===== config.mk =====
export PLATFORM = sky130hd
export DESIGN_NAME = dog_motion_sequencer
export DESIGN_NICKNAME = d
export VERILOG_FILES = /design/src/rtl/dog_pkg.sv /design/src/rtl/dog_motion_sequencer_step_timer.sv /design/src/rtl/dog_motion_sequencer.sv
export SDC_FILE = /design/constraint.sdc
export NUM_CORES = 1
export LEC_CHECK = 0
export CORE_UTILIZATION = 58
export CTS_CLUSTER_SIZE = 40
export DETAILED_ROUTE_END_ITERATION = 10
export PLACE_DENSITY = 0.82
export SLEW_MARGIN = 20
export SYNTH_ARGS = -nofsm -noshare
export SYNTH_HDL_FRONTEND = slang
export SYNTH_SLANG_ARGS = --single-unit

===== constraint.sdc =====
create_clock -name clk -period 2.95 [get_ports clk]
set_clock_uncertainty 0.2 [all_clocks]
set_input_delay 0.59 -clock clk [delete_from_list [all_inputs] [get_ports clk]]
set_output_delay 0.59 -clock clk [all_outputs]
set_load 0.01 [all_outputs]

===== src/rtl/dog_pkg.sv =====
// Shared widths, index types and period arithmetic for the dog motion sequencer.
package dog_pkg;

    localparam int DEF_NUM_SPEEDS  = 4;
    localparam int DEF_NUM_ACTIONS = 8;

    function automatic int idx_w(input int n);
        if (n > 1) begin
            return $clog2(n);
        end else begin
            return 1;
        end
    endfunction

    localparam int SPD_W = idx_w(DEF_NUM_SPEEDS);
    localparam int ACT_W = idx_w(DEF_NUM_ACTIONS);

    typedef logic [SPD_W-1:0] speed_t;
    typedef logic [ACT_W-1:0] action_t;

    typedef enum logic {
        DIR_UP   = 1'b0,
        DIR_DOWN = 1'b1
    } dir_e;

    // Step period in clk cycles for speed s; the slowest non-zero speed doubles most.
    function automatic longint unsigned period(input int s, input int base_ticks,
                                               input int num_speeds);
        return 64'(base_ticks) << (num_speeds - 1 - s);
    endfunction

endpackage


===== src/rtl/dog_motion_sequencer_step_timer.sv =====
// Loadable tick counter producing a terminal-count pulse every term+1 enabled cycles.
module step_timer #(
    parameter int CNT_W = 4
) (
    input  logic             clk,
    input  logic             rst_n,
    input  logic             clear,
    input  logic             enable,
    input  logic [CNT_W-1:0] term,
    output logic             tc
);

    logic [CNT_W-1:0] count_r;

    assign tc = enable && (count_r == term);

    // Tick counter: clear has priority, wraps to zero on terminal count.
    always_ff @(posedge clk) begin
        if (!rst_n) begin
            count_r <= {CNT_W{1'b0}};
        end else if (clear || tc) begin
            count_r <= {CNT_W{1'b0}};
        end else if (enable) begin
            count_r <= count_r + CNT_W'(1);
        end else begin
            count_r <= count_r;
        end
    end

endmodule


===== src/rtl/dog_motion_sequencer.sv =====
// Toy-dog speed/action sequencer on a single clock with tick-timer stepping.
// Optional DOG_PINGPONG_EN: action index bounces between the ends instead of wrapping.
module dog_motion_sequencer
    import dog_pkg::*;
#(
    parameter int  NUM_SPEEDS  = 4,
    parameter int  NUM_ACTIONS = 8,
    parameter int  BASE_TICKS  = 50000000,
    localparam int SPEED_W     = idx_w(NUM_SPEEDS),
    localparam int ACTION_W    = idx_w(NUM_ACTIONS)
) (
    input  logic                clk,
    input  logic                rst_n,
    input  logic                en,
    input  logic                btn,
    input  logic                act_rst,
    output logic [SPEED_W-1:0]  speed_o,
    output logic [ACTION_W-1:0] action_o,
    output logic                step_o,
    output logic                running_o
);

    localparam int CNT_W = $clog2(period(1, BASE_TICKS, NUM_SPEEDS));

    logic                btn_q_r;
    logic [SPEED_W-1:0]  speed_r;
    logic [ACTION_W-1:0] action_r;
    logic                step_r;

    logic                press_s;
    logic                speed_up_s;
    logic                run_s;
    logic                tc_s;
    logic [CNT_W-1:0]    term_s;
    logic [SPEED_W-1:0]  speed_next_s;
    logic [ACTION_W-1:0] action_next_s;

    assign press_s    = btn & ~btn_q_r;
    assign speed_up_s = en & press_s;
    assign run_s      = en && (speed_r != {SPEED_W{1'b0}});
    // Terminal value for speed 0 is meaningless; the timer is disabled there.
    assign term_s     = CNT_W'(period(int'(speed_r), BASE_TICKS, NUM_SPEEDS) - 64'd1);

    step_timer #(
        .CNT_W (CNT_W)
    ) u_timer (
        .clk    (clk),
        .rst_n  (rst_n),
        .clear  (act_rst | speed_up_s),
        .enable (run_s),
        .term   (term_s),
        .tc     (tc_s)
    );

    // Next speed level, wrapping from the fastest back to stopped.
    always_comb begin
        speed_next_s = speed_r;
        if (speed_r == SPEED_W'(NUM_SPEEDS - 1)) begin
            speed_next_s = {SPEED_W{1'b0}};
        end else begin
            speed_next_s = speed_r + SPEED_W'(1);
        end
    end

`ifdef DOG_PINGPONG_EN
    dir_e dir_r;
    dir_e dir_next_s;

    // Bounce: the direction flips as soon as an end value is reached.
    always_comb begin
        action_next_s = action_r;
        dir_next_s    = dir_r;
        case (dir_r)
            DIR_UP: begin
                action_next_s = action_r + ACTION_W'(1);
                if (action_next_s == ACTION_W'(NUM_ACTIONS - 1)) begin
                    dir_next_s = DIR_DOWN;
                end else begin
                    dir_next_s = DIR_UP;
                end
            end
            DIR_DOWN: begin
                action_next_s = action_r - ACTION_W'(1);
                if (action_next_s == {ACTION_W{1'b0}}) begin
                    dir_next_s = DIR_UP;
                end else begin
                    dir_next_s = DIR_DOWN;
                end
            end
            default: begin
                action_next_s = {ACTION_W{1'b0}};
                dir_next_s    = DIR_UP;
            end
        endcase
    end

    // Direction register follows the action register's priority order.
    always_ff @(posedge clk) begin
        if (!rst_n) begin
            dir_r <= DIR_UP;
        end else if (act_rst) begin
            dir_r <= DIR_UP;
        end else if (tc_s) begin
            dir_r <= dir_next_s;
        end else begin
            dir_r <= dir_r;
        end
    end
`else
    // Wrap from the last action back to the first.
    always_comb begin
        action_next_s = action_r;
        if (action_r == ACTION_W'(NUM_ACTIONS - 1)) begin
            action_next_s = {ACTION_W{1'b0}};
        end else begin
            action_next_s = action_r + ACTION_W'(1);
        end
    end
`endif

    // Button history and speed level; a press only counts while enabled.
    always_ff @(posedge clk) begin
        if (!rst_n) begin
            btn_q_r <= 1'b0;
            speed_r <= {SPEED_W{1'b0}};
        end else begin
            btn_q_r <= btn;
            if (speed_up_s) begin
                speed_r <= speed_next_s;
            end else begin
                speed_r <= speed_r;
            end
        end
    end

    // Action index and step pulse; act_rst beats a coincident terminal count.
    always_ff @(posedge clk) begin
        if (!rst_n) begin
            action_r <= {ACTION_W{1'b0}};
            step_r   <= 1'b0;
        end else if (act_rst) begin
            action_r <= {ACTION_W{1'b0}};
            step_r   <= 1'b0;
        end else if (tc_s) begin
            action_r <= action_next_s;
            step_r   <= 1'b1;
        end else begin
            action_r <= action_r;
            step_r   <= 1'b0;
        end
    end

    assign speed_o   = speed_r;
    assign action_o  = action_r;
    assign step_o    = step_r;
    assign running_o = run_s;

endmodule


==> metrics.yaml <==
cts:
  htree_levels: 2
  cts.clk_slew.worst_paths_ns: 0.11
  clockRootBuffer: "clkbuf_4"
  cts_setup_buffers: 0
  tritoncts: "done"
  cts_hold_buf: 0
  cts_buffers: 5
  post_cts_resized: 0
  cts_sinks: 35
  cts_buffer_depth: 2
  clk_latency_ns: 0.34
setup_path:
  path_max_fanout: 10
  reg2reg_slack_ns: 0.31
  rr_worst_depth: 7
  r2r_end: "action_o[0]$_SDFFE_PP0P_"
  critPathKind: "register to output port"
  worstPathRequired_ns: 2.16
  crit_path_start_kind: "register"
  worstSetupStartpoint: "speed_o[0]$_SDFFE_PN0P_"
  timing.rr.start: "speed_o[0]$_SDFFE_PN0P_"
  cp.arrival_ns: 2.04
  end_kind: "output port"
yosys:
  yosysSeqAreaShare: 0.379
  synth-seq-cells: 35
  syn_avg_cell_area_um2: 9.25
  synthesis.nets: 214
  ys.flop_type: "dfxtp_1"
  synthCells: 200
  syn_area_um2: 1850
  synth_cell_types: 39
  async_flop_share: 0
  ys_warn_count: 0
  synth-edff-count: 0
sta:
  finalHoldViolCount: 0
  finalMaxSlewViolations: 0
  fmax_ghz: 0.354
  fin_crit_sh: 0.958
  rsz0062_at_grt: "false"
  worst_slew_pin_slew_ns: 0.447
  tns_ns: 0
  fin_crit_ns: 2.83
  maxSlewHeadroom: 0.700
  setup_viol: 0
floorplanning:
  start_util: 0.611
  fp.dieW_um: 58.5
  die_h_um: 58.5
  ios: 12
  dieArea_um2: 3420
  coreArea_um2: 3030
  std_cell_rows: 20
worst_hold_path:
  hold_path_depth: 2
  hp-class: "register to register"
  hp-start: "action_o[1]$_SDFFE_PP0P_"
  hold_end: "action_o[1]$_SDFFE_PP0P_"
grt:
  overflow: 0
  antenna_found_initial: 0
  grt_pass1_vias: 1416
  grt_usage: 0.237
  grt_first_pass_wirelength_mm: 6.00
  grt_max_degree: 29
drt:
  drt_wl_total_mm: 3.68
  ant_nets: 0
  wl_per_cell_um: 14.1
  vias_per_cell: 5.81
  dr.first_iter.drc_count: 42
  vias: 1516
  remaining_drc_errors: 0
  dr.pass1.iters: 6
cells_and_area:
  final_cell_area_um2: 2090
  final_nets: 230
  final_cell_mix: "35 x dfxtp_1, 33 x nor3_1, 23 x xor2_1"
  mostFrequentLayoutCell: "dfxtp_1"
  layout-drive-gt1-share: 0.111
  syn_to_final_growth_pct: 12.8
  insertedDiodeCount: 0
place:
  io_buffer_count: 11
  hpwlAfterDp_mm: 2.59
  place_congestion: 0.810
  place_area_um2: 2040
power_and_ir_drop:
  power.density_nw_per_um2: 367
  finalPower_uw: 766
  peakVddDrop_v: 0.000337
  leakage_uw: 0.000694
outcome:
  outcome: "finished clean"
flow_run:
  cap_violations: 0
-- power breakdown --
part / total, uW / leakage [uW] / switching [uW] / internal [uW]
Clock: 247 / 0.0000293 / 154 / 92.8
Combinational: 41.1 / 0.000382 / 21.1 / 20.0
Sequential: 478 / 0.000282 / 3.73 / 474
-- layer usage --
layer / vias to the layer above / routed length (um) / global-route usage
met5: - / 0 / 0
met4: 0 / 74 / 0.116
met3: 8 / 139 / 0.0747
met2: 32 / 1800 / 0.401
met1: 723 / 1670 / 0.272
li1: 753 / - / -
-- cell usage after synthesis, types with 3 or more instances --
library cell	n	area share
clkbuf_1	4	0.0081
o21ai_0	3	0.0081
nand2_1	8	0.016
nor2_1	5	0.010
a21oi_1	4	0.011
nand3b_1	4	0.016
dfxtp_1	35	0.38
nand3_1	12	0.032
ha_1	9	0.061
inv_1	3	0.0061
xnor2_1	9	0.043
nor3_1	33	0.089
nand4_1	12	0.041
nand2b_1	3	0.010
nor2b_1	3	0.010
mux2i_1	3	0.016
xor2_1	23	0.11
-- worst max-delay path: stages, from the launching register on --
cell,delay (ns)
dfxtp_1,0.57
inv_1,0.15
ha_1,0.27
nor2b_1,0.16
clkdlybuf4s50_1,0.55
-- worst max-delay path by stage --
stage,to,cells after the start
2_1_floorplan,action_o[0]$_SDFFE_PP0P_,7
5_1_grt,running_o,4
3_5_place_dp,action_o[0]$_SDFFE_PP0P_,6
3_3_place_gp,action_o[0]$_SDFFE_PP0P_,6
4_1_cts,running_o,4
6_report,running_o,4
-- logic make-up (layout without fill, tap and decap cells) --
family          count (synthesis)  count (layout)  share of synthesized area
xor+xnor                       32              32                      0.152
simple gates                  101             101                      0.330
buf+inv                        10              27                     0.0216
compound gates                  9               9                     0.0291
flops                          35              35                      0.379
mux                             4               4                     0.0284
fa+ha+maj                       9               9                     0.0609
-- per-stage QoR --
stage / setup slack, ns / util / instances / hold slack (ns)
final: 0.124 / 0.689 / 261 / 0.328
after global routing: 0.0156 / 0.689 / 261 / 0.349
after CTS: 0.114 / 0.689 / 261 / 0.320
after detailed placement: 0.248 / 0.672 / 253 / 0.306
after global placement: 0.321 / 0.672 / 253 / 0.278
after floorplan: 0.584 / - / 200 / 0.310
-- registers in the layout, indices dropped and copies added, names as in the netlist --
register,count
btn_q_r,1
speed_o,2
step_o,1
action_o,3
u_timer.count_r,28
-- layout make-up --
class / instances / area (um^2)
Sequential cell: 35 / 701
Tap cell: 44 / 55.1
Timing Repair Buffer: 16 / 160
Multi-Input combinational cell: 155 / 1110
Inverter: 3 / 11.3
Clock inverter: 1 / 5.00
Clock buffer: 7 / 45.0
Fill cell: 252 / 942
(Power assumes the default switching activity.)
